$ cat src/rtl/div_fifo_reader.sv
// Pops division requests from a FIFO, runs a 32-cycle radix-2 restoring divider and holds the result until acked.
// Optional macro DIV_FIFO_DIVZERO_BYPASS_EN: divide-by-zero requests skip the divider and complete one cycle after the pop.
module div_fifo_reader #(
  parameter int ID_WIDTH = 3,
  parameter int XLEN     = 32
) (
  input  logic                          clk,
  input  logic                          rst,
  input  logic                          fifo_valid,
  input  logic [2*XLEN+2+ID_WIDTH-1:0]  fifo_data_out,
  output logic                          fifo_pop,
  output logic                          wb_valid,
  input  logic                          wb_ack,
  output logic [XLEN-1:0]               wb_rd,
  output logic [ID_WIDTH-1:0]           wb_id
);

  typedef enum logic [1:0] {IDLE, DIVIDE, FIXUP, DONE} state_t;

  state_t state_q, state_d;

  logic [XLEN-1:0]     rs1_in, rs2_in;
  logic [1:0]          op_in;
  logic [ID_WIDTH-1:0] id_in;

  assign rs1_in = fifo_data_out[XLEN-1:0];
  assign rs2_in = fifo_data_out[2*XLEN-1:XLEN];
  assign op_in  = fifo_data_out[2*XLEN+1:2*XLEN];
  assign id_in  = fifo_data_out[2*XLEN+2+ID_WIDTH-1:2*XLEN+2];

  logic [4:0]          cnt_q, cnt_d;
  logic [XLEN:0]       rem_q, rem_d;
  logic [XLEN-1:0]     quo_q, quo_d;
  logic [XLEN-1:0]     divisor_q, divisor_d;
  logic                is_rem_q, is_rem_d;
  logic                neg_q_q, neg_q_d;
  logic                neg_r_q, neg_r_d;
  logic [ID_WIDTH-1:0] id_q, id_d;
  logic [XLEN-1:0]     wb_rd_q, wb_rd_d;
  logic [ID_WIDTH-1:0] wb_id_q, wb_id_d;

  // NOTE: state registers take non-blocking assignments so every flop samples the pre-edge values.
  always_ff @(posedge clk) begin
    if (rst) state_q <= IDLE;
    else     state_q <= state_d;
  end

  always_comb begin
    // NOTE: defaulting every combinational output first keeps the case from inferring latches.
    state_d = state_q;
    case (state_q)
      IDLE: begin
        if (fifo_pop) begin
          state_d = DIVIDE;
`ifdef DIV_FIFO_DIVZERO_BYPASS_EN
          if (rs2_in == '0) state_d = DONE;
`endif
        end
      end
      DIVIDE:  if (cnt_q == 5'd0) state_d = FIXUP;
      FIXUP:   state_d = DONE;
      DONE:    if (wb_ack) state_d = IDLE;
      default: state_d = IDLE;
    endcase
  end

  // Reset gates the pop so a request is never dequeued while it would be discarded.
  always_comb begin
    fifo_pop = (state_q == IDLE) && fifo_valid && !rst;
    wb_valid = (state_q == DONE);
  end

  logic            signed_op;
  logic [XLEN:0]   rem_shift, trial;
  logic [XLEN-1:0] q_res, r_res;

  always_comb begin
    cnt_d     = cnt_q;
    rem_d     = rem_q;
    quo_d     = quo_q;
    divisor_d = divisor_q;
    is_rem_d  = is_rem_q;
    neg_q_d   = neg_q_q;
    neg_r_d   = neg_r_q;
    id_d      = id_q;
    wb_rd_d   = wb_rd_q;
    wb_id_d   = wb_id_q;
    signed_op = ~op_in[0];
    rem_shift = (rem_q << 1) | {{XLEN{1'b0}}, quo_q[XLEN-1]};
    trial     = rem_shift - {1'b0, divisor_q};
    q_res     = neg_q_q ? -quo_q : quo_q;
    r_res     = neg_r_q ? -rem_q[XLEN-1:0] : rem_q[XLEN-1:0];
    if (divisor_q == '0) q_res = '1;

    case (state_q)
      IDLE: begin
        if (fifo_pop) begin
          quo_d     = (signed_op && rs1_in[XLEN-1]) ? -rs1_in : rs1_in;
          divisor_d = (signed_op && rs2_in[XLEN-1]) ? -rs2_in : rs2_in;
          rem_d     = '0;
          cnt_d     = 5'd31;
          neg_q_d   = signed_op & (rs1_in[XLEN-1] ^ rs2_in[XLEN-1]);
          neg_r_d   = signed_op & rs1_in[XLEN-1];
          is_rem_d  = op_in[1];
          id_d      = id_in;
`ifdef DIV_FIFO_DIVZERO_BYPASS_EN
          if (rs2_in == '0) begin
            wb_rd_d = op_in[1] ? rs1_in : '1;
            wb_id_d = id_in;
          end
`endif
        end
      end
      DIVIDE: begin
        // Restoring step: keep the trial difference only when it did not go negative.
        if (!trial[XLEN]) begin
          rem_d = trial;
          quo_d = {quo_q[XLEN-2:0], 1'b1};
        end else begin
          rem_d = rem_shift;
          quo_d = {quo_q[XLEN-2:0], 1'b0};
        end
        if (cnt_q != 5'd0) cnt_d = cnt_q - 5'd1;
      end
      FIXUP: begin
        wb_rd_d = is_rem_q ? r_res : q_res;
        wb_id_d = id_q;
      end
      default: ;
    endcase
  end

  always_ff @(posedge clk) begin
    if (rst) begin
      cnt_q     <= '0;
      rem_q     <= '0;
      quo_q     <= '0;
      divisor_q <= '0;
      is_rem_q  <= 1'b0;
      neg_q_q   <= 1'b0;
      neg_r_q   <= 1'b0;
      id_q      <= '0;
      wb_rd_q   <= '0;
      wb_id_q   <= '0;
    end else begin
      cnt_q     <= cnt_d;
      rem_q     <= rem_d;
      quo_q     <= quo_d;
      divisor_q <= divisor_d;
      is_rem_q  <= is_rem_d;
      neg_q_q   <= neg_q_d;
      neg_r_q   <= neg_r_d;
      id_q      <= id_d;
      wb_rd_q   <= wb_rd_d;
      wb_id_q   <= wb_id_d;
    end
  end

  assign wb_rd = wb_rd_q;
  assign wb_id = wb_id_q;

endmodule

$ cat config.mk
export PLATFORM = sky130hd
export DESIGN_NAME = div_fifo_reader
export DESIGN_NICKNAME = d
export VERILOG_FILES = /design/src/rtl/div_fifo_reader.sv
export SDC_FILE = /design/constraint.sdc
export NUM_CORES = 1
export LEC_CHECK = 0
export BUFFER_PORTS_ARGS = -buffer_cell sky130_fd_sc_hd__buf_2
export CORE_AREA = 2 2 154 156
export CTS_BUF_LIST = sky130_fd_sc_hd__clkbuf_8
export DETAILED_ROUTE_END_ITERATION = 8
export DIE_AREA = 0 0 156 158
export PLACE_DENSITY = 0.66
export SYNTH_ARGS = -nofsm -noshare
export SYNTH_HDL_FRONTEND = slang
export SYNTH_SLANG_ARGS = --single-unit
export TNS_END_PERCENT = 1
$ cat constraint.sdc
create_clock -name clk -period 3.2 [get_ports clk]
set_input_delay 0.48 -clock clk [delete_from_list [all_inputs] [get_ports clk]]
set_output_delay 0.48 -clock clk [all_outputs]
set_load 0.1 [all_outputs]
==> results.py, run 1 <==
metrics = {
    "sta": {
        "rsz0062_at_grt": "true",
        "tightest_slew_ns": 0.7491,
        "period_share_pct": 95.33,
        "hold_viol": 0,
        "clock.fmax_mhz": 327.8,
        "period_minus_slack_ns": 3.050,
        "hold_ws_ns": 0.2558,
        "maxSlewViolCount": 0,
        "slew_headroom_pct": 50.06,
        "worst_clock_skew_ns": 0.01427,
        "setup_viol": 0,
    },
    "die": {
        "chipHeight_um": 158,
        "core_area_sq_mm": 0.02305,
        "dieArea_sq_mm": 0.02465,
        "rows": 56,
        "initial_core_util_pct": 44.35,
        "io_pins": 110,
        "fp.dieW_um": 156,
    },
    "setup_path": {
        "critPathKind": "flop to flop",
        "worstPathCellList": "or4_4, nor4_1, buf_4, nand4b_1, nor4_2, nand3_1, o31ai_1, xor2_1, a221oi_1, a21oi_1, nor2_1",
        "r2r-start": "rem_q[3]$_SDFFE_PP0P_",
        "slowest_stage": "or4_4",
        "path_max_fanout": 8,
        "start_kind": "flop",
        "worstRegToRegCells": 11,
        "cp_data_arrival_time_ns": 3.45,
        "reg2reg_to": "wb_rd[28]$_SDFFE_PP0P_",
        "cpPeakStageDelay_ns": 0.59,
        "cp-end-kind": "flop",
        "rrSetupSlack_ns": 0.15,
        "cp.required_ns": 3.60,
    },
    "worst_hold_path": {
        "worstHoldStart": "fifo_data_out[66]",
        "min_path_type": "primary input to flop",
        "hold_path_depth": 3,
        "worstHoldEndpoint": "id_q[0]$_SDFFE_PP0P_",
    },
    "synth": {
        "ys_seq_elements": 144,
        "synth_edf_count": 0,
        "synth_top_area_cell": "dfxtp_1",
        "synth_top_area_share_pct": 28.20,
        "synth_ff_type": "dfxtp_1",
        "synth_fp_nets": 1473,
        "ys_types": 67,
        "yosys.cell_count.top_type": "nand2_1",
        "syn_area_sq_mm": 0.01022,
        "async_reset_ff_share_pct": 0,
        "synthTopCellsByCount": "190 x nand2_1, 144 x dfxtp_1, 139 x a21oi_1",
        "synth-seq-area-share_pct": 28.20,
        "synth_area_leaders": "dfxtp_1 28%, xor2_1 7.4%, nand2_1 7.0%, a21oi_1 6.8%, ha_1 5.3%",
        "synthCells": 1356,
        "yosysWarnings": 0,
        "synth_area_per_cell_sq_um": 7.539,
    },
    "placed_design": {
        "routabilityCongestion": 0.9224,
        "dpl.hpwl_um": 23350,
        "port_buffers": 109,
    },
    "cts": {
        "cts_tree": "yes",
        "cts.sinks": 144,
        "clkTransAtPathRegs_ns": 0.09,
        "clockBufferDepth": 2,
        "cts_root_buf": "clkbuf_8",
        "htreeDepth": 4,
        "cts_buffers": 17,
        "worstSkewPairLatency_ns": 0.46,
    },
    "global_route": {
        "grt_max_degree": 52,
        "grt_pass1_wl_um": 48470,
        "overflow": 0,
        "antenna_found_initial": 0,
        "grtUsageTotal_pct": 24.74,
        "grt_pass1_vias": 9066,
    },
    "cells_and_area": {
        "n_fill_cell": 2247,
        "fin_util_pct": 51.03,
        "area_delta_synth_final_pct": 15.05,
        "multi_input_area_sq_mm": 0.006909,
        "fin_nets": 1576,
        "final-seq-area_sq_mm": 0.002884,
        "diodes": 0,
        "drive_gt1_share_pct": 15.70,
    },
    "drt": {
        "vias_per_cell": 5.731,
        "final_antenna_net_count": 0,
        "wirelength_um": 30490,
        "post_drt_wl_per_cell_um": 17.32,
        "drt_iter0_drc": 812,
        "drc": 0,
        "num_vias": 10090,
        "first_pass_iters": 5,
    },
    "status": {
        "outcome": "finished clean",
    },
    "power": {
        "finalPower_mw": 7.799,
        "ir_drop_mv": 0.5474,
        "power_leakage_nw": 4.700,
        "cellPowerDensity_mw_per_mm2": 663.0,
    },
    "job": {
        "cap_violations": 0,
    },
}
==> sequential cells by signal (all words and copies together), names as in the netlist <==
signal,cells
divisor_q,32
quo_q,32
rem_q,32
wb_rd,32
cnt_q,5
id_q,3
wb_id,3
state_q,2
is_rem_q,1
neg_q_q,1
neg_r_q,1
==> report_power, final <==
group	switching [mW]	leakage [nW]	total (mW)	internal, mW
clock	0.756	0.199	1.45	0.690
sequential	0.357	1.17	2.45	2.10
combinational	2.53	3.33	3.90	1.37
==> per-layer routing <==
metal	up-vias	wire length [um]	global-route usage (%)
met5	-	0	0
met2	369	13020	37.08
met1	4638	14930	36.50
li1	5051	-	-
met4	0	652	7.471
met3	34	1888	3.668
==> through the flow <==
stage                     cell area, sq um  worst slack (ns)  instances  TNS (ns)
after floorplan                      10220            0.1807       1356         0
after global placement               11300           0.03601       1729         0
after detailed placement             11300           0.01344       1729         0
after CTS                            11670          0.006404       1760         0
after global routing                 11760          -0.05951       1761  -0.09421
final                                11760            0.1496       1761         0
==> worst max-delay path, delay by kind of cell, from the launching register on <==
kind / cells / cell delay, ns
DFF: 1 / 0.41
AOI/OAI and AO/OA: 3 / 0.76
xor gates and xnor gates: 1 / 0.11
buffers and inverters: 1 / 0.18
and+or+nand+nor: 6 / 1.53
==> kinds of logic (layout without fill, tap and decap cells) <==
logic type | Yosys count | count (layout) | share of synthesized area [%]
XOR/XNOR | 148 | 148 | 12.75
flip-flops | 144 | 144 | 28.20
adder cells (fa/ha/maj) | 44 | 44 | 5.458
AND/OR/NAND/NOR | 441 | 441 | 20.24
AO/OA/AOI/OAI | 409 | 409 | 25.22
buffers and inverters | 141 | 256 | 5.287
multiplexers | 29 | 29 | 2.839
==> final cells by class <==
cell class | count | area share, %
clock buffers | 17 | 1.989
repair buffers | 168 | 8.637
inverters | 57 | 1.819
clock inverters | 14 | 1.213
flip-flops and latches | 144 | 24.52
multi-input cells | 1071 | 58.74
well taps | 290 | 3.085
==> what timing repair did <==
action                                  CTS  global route
gates resized for setup                   0            15
hold buffers                              0             0
endpoints found under the setup margin    0            38
hold endpoints to repair                  0             0
setup buffers                             0             1
==> how the worst max path moves through the flow <==
stage | startpoint | to | slack (ns) | depth (start not counted)
after global placement | fifo_data_out[16] | quo_q[31]$_SDFFE_PP0P_ | 0.04 | 10
after detailed placement | quo_q[31]$_SDFFE_PP0P_ | rem_q[21]$_SDFFE_PP0P_ | 0.01 | 15
after floorplan | quo_q[31]$_SDFFE_PP0P_ | rem_q[10]$_SDFFE_PP0P_ | 0.18 | 14
after global routing | quo_q[0]$_SDFFE_PP0P_ | wb_rd[30]$_SDFFE_PP0P_ | -0.06 | 13
final | rem_q[3]$_SDFFE_PP0P_ | wb_rd[28]$_SDFFE_PP0P_ | 0.15 | 11
after CTS | quo_q[31]$_SDFFE_PP0P_ | rem_q[21]$_SDFFE_PP0P_ | 0.006 | 15
==> layout by cell type, fill, tap and decap left out, drive strengths merged, types with 4 or more instances in the layout <==
master  netlist  final
nand2b       14     14
a221oi       31     31
nor2        109    109
nor2b         9      9
o31ai        25     25
a311oi        5      5
nand2       190    190
o21bai        6      6
nor3         25     25
xor2         86     86
clkbuf       75     17
clkinv        1      8
nand3        14     14
nor4         22     22
o21a          4      4
a31oi         5      5
or3          15     15
mux2i        29     29
o211ai        9      9
nand4         8      8
inv          56     60
xnor2        62     62
or4          12     12
o21ai       103    103
nand3b        5      5
o41ai        15     15
buf           9    168
nor3b         5      5
dfxtp       144    144
ha           43     43
a21o         17     17
a211oi       26     26
a21oi       139    139
a32oi         7      7
No activity file was read; power rests on OpenSTA's default activity.
==> run 2, diff against run 1 <==
- CORE_AREA: 2 2 154 156 -> 4 4 156 158
- DIE_AREA: 0 0 156 158 -> 0 0 160 162
==> run 2 against run 1 <==
Compared with the run above: total power decreased by 0.75%; non-clock buffer count up 3; sequential cell count is the same; critical path type unchanged; sequential power about the same; first-iteration DRC count decreased by 11%.
==> results.py, run 2 (synthesized netlist as in run 1, its figures left out) <==
metrics = {
    "status": {
        "outcome": "finished clean",
    },
    "cells_and_area": {
        "fin_nets": 1579,
        "mostFrequentLayoutCells": "190 x nand2_1, 144 x dfxtp_1, 138 x a21oi_1, 108 x buf_2, 107 x nor2_1",
        "final_common_cell": "nand2_1",
        "multi_input_area_sq_mm": 0.006903,
        "n_fill_cell": 2283,
        "drive_gt1_share_pct": 15.66,
        "area_delta_synth_final_pct": 15.13,
        "fin_util_pct": 50.90,
        "finalInstanceArea_sq_mm": 0.01177,
        "final-seq-area_sq_mm": 0.002883,
    },
    "global_route": {
        "overflow": 0,
        "grt_pass1_wl_um": 47130,
        "grt_pass1_vias": 9025,
        "antenna_found_initial": 1,
        "grt_max_degree": 63,
        "grtUsageTotal_pct": 22.12,
    },
    "sta": {
        "rsz0062_at_grt": "true",
        "clock.fmax_mhz": 333.3,
        "hold_ws_ns": 0.2633,
        "period_share_pct": 93.76,
        "hold_viol": 0,
        "setup_viol": 0,
        "maxSlewViolCount": 0,
        "slew_headroom_pct": 20.33,
        "tightest_slew_ns": 1.194,
        "worst_clock_skew_ns": 0.01462,
        "period_minus_slack_ns": 3.000,
        "fin_ws_ns": 0.1996,
        "setup_tns_ns": 0,
    },
    "drt": {
        "post_drt_wl_per_cell_um": 16.86,
        "first_pass_iters": 5,
        "drc": 0,
        "num_vias": 10060,
        "final_antenna_net_count": 0,
        "drt_iter0_drc": 721,
        "wirelength_um": 29770,
        "vias_per_cell": 5.697,
    },
    "setup_path": {
        "r2r-start": "divisor_q[16]$_SDFFE_PP0P_",
        "cp-end-kind": "flop",
        "cp_data_arrival_time_ns": 3.34,
        "reg2reg_to": "rem_q[0]$_SDFFE_PP0P_",
        "setup.worst_path.end": "rem_q[0]$_SDFFE_PP0P_",
        "critPathKind": "flop to flop",
        "path_max_fanout": 7,
        "worstRegToRegCells": 13,
        "rrSetupSlack_ns": 0.20,
        "cp.required_ns": 3.54,
        "start_kind": "flop",
        "crit_start": "divisor_q[16]$_SDFFE_PP0P_",
    },
    "power": {
        "cellPowerDensity_mw_per_mm2": 657.6,
        "power_leakage_nw": 4.700,
        "ir_drop_mv": 0.4909,
    },
    "placed_design": {
        "routabilityCongestion": 0.9226,
        "dpl.hpwl_um": 22960,
        "pre_cts_ws_ns": -0.006584,
        "placed_cell_area_sq_mm": 0.01133,
        "port_buffers": 109,
    },
    "die": {
        "io_pins": 110,
        "rows": 56,
        "initial_core_util_pct": 44.22,
        "fp.dieW_um": 160,
        "chipHeight_um": 162,
        "dieArea_sq_mm": 0.02592,
        "core_area_sq_mm": 0.02312,
    },
    "cts": {
        "clockBufferDepth": 2,
        "worstSkewPairLatency_ns": 0.45,
        "cts.sinks": 144,
        "cts_buffers": 17,
        "cts_hold_buf": 0,
        "cts_root_buf": "clkbuf_8",
        "clkTransAtPathRegs_ns": 0.09,
        "htreeDepth": 4,
        "cts_tree": "yes",
    },
    "job": {
        "cap_violations": 0,
    },
    "worst_hold_path": {
        "min_path_type": "primary input to flop",
    },
}
-- run 2: cell count changes in the layout (fill, tap and decap cells not counted), sizes merged, moves of 3 or more --
cell	previous run	this run
clkinv	8	3
inv	60	63
buf	168	171
clkinvlp	1	4
-- run 2: repair_timing --
item / CTS / global route
buffers inserted: 0 / 0
gates resized for setup: 0 / 15
endpoints found under the setup margin: 0 / 36
-- run 2: per-layer routing --
layer	vias up	track usage, %	part of all wire (%)	wire [um]
li1	5051	-	-	-
met1	4690	32.34	48	14410
met2	276	33.41	43	12840
met3	42	3.248	5.9	1745
met4	2	7.470	2.6	760
met5	-	0	0.040	12
-- run 2: layout make-up --
class	count	share of cell area, %
Multi-Input combinational cell	1071	58.65
Sequential cell	144	24.49
Timing Repair Buffer	171	8.823
Tap cell	290	3.083
Clock buffer	18	2.105
Inverter	57	1.818
Clock inverter	14	1.010
Antenna cell	1	0.02126
-- run 2: where the power goes --
group / switching [mW] / leakage (nW) / internal, mW
sequential: 0.372 / 1.17 / 2.10
combinational: 2.50 / 3.34 / 1.38
clock: 0.759 / 0.187 / 0.633
total: 3.63 / 4.70 / 4.11
-- run 2: critical path, cell delays in order, from the launching register on --
cell and delay, ns:
dfxtp_1 0.39, inv_1 0.09, ha_1 0.22, a21o_1 0.20, a21o_1 0.18, a21oi_1 0.19
o21ai_1 0.12, a221oi_1 0.35, o21ai_1 0.14, o21ai_2 0.27, xor2_1 0.25, buf_4 0.20
nand2_1 0.06, a32o_1 0.23
-- run 2: how the worst min path moves through the flow --
| stage | startpoint | endpoint | slack (ns) | depth (start not counted) |
|---|---|---|---|---|
| after CTS | fifo_data_out[68] | id_q[2]$_SDFFE_PP0P_ | 0.23 | 3 |
| final | fifo_data_out[68] | id_q[2]$_SDFFE_PP0P_ | 0.26 | 3 |
| after global placement | id_q[2]$_SDFFE_PP0P_ | id_q[2]$_SDFFE_PP0P_ | 0.45 | 2 |
| after detailed placement | id_q[1]$_SDFFE_PP0P_ | id_q[1]$_SDFFE_PP0P_ | 0.45 | 2 |
| after floorplan | id_q[0]$_SDFFE_PP0P_ | id_q[0]$_SDFFE_PP0P_ | 0.44 | 2 |
| after global routing | fifo_data_out[68] | id_q[2]$_SDFFE_PP0P_ | 0.26 | 3 |
-- run 2: per-stage QoR --
stage	power [mW]	std cells
finish	7.740	1766
global route	8.290	1765
CTS	7.661	1765
detailed placement	6.272	1733
global placement	6.239	1733
floorplan	5.241	1356
==> run 3, diff against run 2 <==
- ABC_AREA: unset -> 1
- CORE_AREA: 4 4 156 158 -> 4 4 173 175
- DIE_AREA: 0 0 160 162 -> 0 0 177 179
- PLACE_DENSITY: 0.66 -> unset
==> run 3 against run 2 <==
Compared with the run above: sequential cell count did not move; register-to-register slack improved by 0.30 ns; via count rose by 41%; sequential share of layout area fell by 3.8 points; utilization fell by 2.0 points; critical path depth fell by 7; setup slack improved by 0.22 ns; first-iteration DRC count rose by 79%; hold slack got worse by 0.00099 ns; wire length rose by 49%; clock-buffer cell count fell by 1.
==> results.py, run 3 <==
metrics = {
    "status": {
        "outcome": "finished clean",
    },
    "cells_and_area": {
        "fin_nets": 2360,
        "final_cells": 2640,
        "drive_gt1_share_pct": 10.82,
        "multi_input_area_sq_mm": 0.008250,
        "final-seq-area_sq_mm": 0.002883,
        "mostFrequentLayoutCells": "585 x nand2_1, 298 x inv_1, 205 x nand3_1, 202 x nor2_1, 174 x a21oi_1",
        "final_common_cell": "nand2_1",
        "n_fill_cell": 3174,
        "area_delta_synth_final_pct": 10.05,
        "diodes": 0,
    },
    "cts": {
        "cts_root_buf": "clkbuf_8",
        "cts.sinks": 144,
        "worstSkewPairLatency_ns": 0.48,
        "cts_resized": 0,
        "htreeDepth": 4,
        "cts_setup_buffers": 0,
        "cts_buffers": 17,
        "cts_hold_buf": 0,
        "clockBufferDepth": 2,
        "clkTransAtPathRegs_ns": 0.11,
        "cts_tree": "yes",
    },
    "sta": {
        "hold_ws_ns": 0.2624,
        "rsz0062_at_grt": "false",
        "setup_tns_ns": 0,
        "fin_ws_ns": 0.4157,
        "slew_headroom_pct": 29.67,
        "maxSlewViolCount": 0,
        "tightest_slew_ns": 1.055,
        "period_share_pct": 87.01,
        "clock.fmax_mhz": 359.2,
        "worst_clock_skew_ns": 0.02202,
        "setup_viol": 0,
        "period_minus_slack_ns": 2.784,
        "hold_viol": 0,
    },
    "die": {
        "chipHeight_um": 179,
        "dieArea_sq_mm": 0.03168,
        "rows": 62,
        "fp.dieW_um": 177,
        "core_area_sq_mm": 0.02847,
        "initial_core_util_pct": 44.45,
        "io_pins": 110,
    },
    "synth": {
        "ys_seq_elements": 144,
        "ys_types": 49,
        "syn_area_sq_mm": 0.01266,
        "synthTopCellsByCount": "585 x nand2_1, 298 x inv_1, 205 x nand3_1",
        "synth_area_per_cell_sq_um": 5.827,
        "synth_edf_count": 0,
        "synthCells": 2172,
        "synth_top_area_cell": "dfxtp_1",
        "synth_ff_type": "dfxtp_1",
        "synth_top_area_share_pct": 22.78,
        "synth_area_leaders": "dfxtp_1 23%, nand2_1 17%, inv_1 8.8%, nand3_1 8.1%, a21oi_1 6.9%",
        "async_reset_ff_share_pct": 0,
        "synth-seq-area-share_pct": 22.78,
        "synth_fp_nets": 2289,
        "yosys.cell_count.top_type": "nand2_1",
        "yosysWarnings": 0,
    },
    "global_route": {
        "grt_max_degree": 85,
        "grt_pass1_wl_um": 69700,
        "grt_pass1_vias": 13110,
        "grtUsageMet3_pct": 3.121,
        "grt_use_met1_pct": 39.73,
        "grt.busiest_layer": "met2",
        "overflow": 0,
        "grtUsageTotal_pct": 27.61,
        "met2_usage_pct": 42.74,
        "antenna_found_initial": 0,
    },
    "power": {
        "ir_drop_mv": 0.8235,
        "power_leakage_nw": 6.976,
        "cellPowerDensity_mw_per_mm2": 713.8,
        "finalPower_mw": 9.942,
    },
    "drt": {
        "first_pass_iters": 6,
        "num_vias": 14210,
        "drc": 0,
        "vias_per_cell": 5.383,
        "drt_iter0_drc": 1294,
        "wirelength_um": 44380,
        "final_antenna_net_count": 0,
        "post_drt_wl_per_cell_um": 16.81,
    },
    "placed_design": {
        "dpl.hpwl_um": 35680,
        "pre_cts_ws_ns": 0.5660,
        "routabilityCongestion": 0.9978,
        "port_buffers": 109,
        "placed_cells": 2608,
    },
    "setup_path": {
        "critPathKind": "flop to primary output",
        "cp.required_ns": 2.72,
        "path_max_fanout": 35,
        "cp_data_arrival_time_ns": 2.30,
        "start_kind": "flop",
        "cp-end-kind": "primary output",
    },
    "job": {
        "cap_violations": 0,
    },
    "worst_hold_path": {
        "min_path_type": "primary input to flop",
    },
}
## run 3: cell types whose count changed after synthesis, moves of 30 or more
| cell | before | now |
|---|---|---|
| nor2_1 | 109 | 203 |
| nand3_1 | 14 | 205 |
| nand2_1 | 190 | 585 |
| inv_1 | 55 | 298 |
| a221oi_1 | 31 | 1 |
| xor2_1 | 86 | 46 |
| a21oi_1 | 139 | 174 |
| o21ai_0 | 98 | 138 |
| xnor2_1 | 61 | 18 |
## run 3: layer usage
layer,wire length [um],up-vias,share of wire (%)
met1,21570,6543,49
met5,0,-,0
met4,1477,0,3.3
li1,-,7179,-
met3,2233,79,5.0
met2,19090,411,43
## run 3: logic make-up (layout without fill, tap and decap cells)
logic type / Yosys count / in the layout / share of synthesized area, %
XOR/XNOR: 64 / 64 / 4.429
AO/OA/AOI/OAI: 400 / 400 / 17.53
adder cells (fa/ha/maj): 44 / 44 / 4.409
AND/OR/NAND/NOR: 1129 / 1129 / 38.80
flip-flops: 144 / 144 / 22.78
buffers and inverters: 391 / 475 / 12.05
## run 3: final timing paths
path / from / to / slack [ns] / depth (start not counted)
max reg2reg: quo_q[31]$_SDFFE_PP0P_ / rem_q[21]$_SDFFE_PP0P_ / 0.50 / 17
max: state_q[0]$_SDFFE_PP0P_ / fifo_pop / 0.42 / 6
min: fifo_data_out[67] / id_q[1]$_SDFFE_PP0P_ / 0.26 / 3
min reg2reg: wb_rd[31]$_SDFFE_PP0P_ / wb_rd[31]$_SDFFE_PP0P_ / 0.47 / 2
## run 3: power breakdown
group	internal, mW	switching, mW	total (mW)
logic	1.54	4.35	5.89
clock network	0.603	0.930	1.53
registers	2.19	0.336	2.52
## run 3: final cells by class
type	instances	share of cell area [%]
clock buffer	17	1.680
clock inverter	15	1.347
inverter	313	8.435
multi-input combinational	1637	59.23
sequential	144	20.70
tap	384	3.450
timing repair buffer	130	5.156
## run 3: metrics by stage
stage,util (%),instance area (sq um)
global placement,47.44,13510
detailed placement,47.44,13510
CTS,48.92,13930
finish,48.92,13930
global route,48.92,13930
floorplan,-,12660
## run 3: critical path, stage by stage, from the launching register on
cell	delay (ns)
dfxtp_1	0.35
inv_1	0.13
ha_1	0.23
nand2_1	0.12
nor2_4	0.10
buf_4	0.36
buf_2	0.51
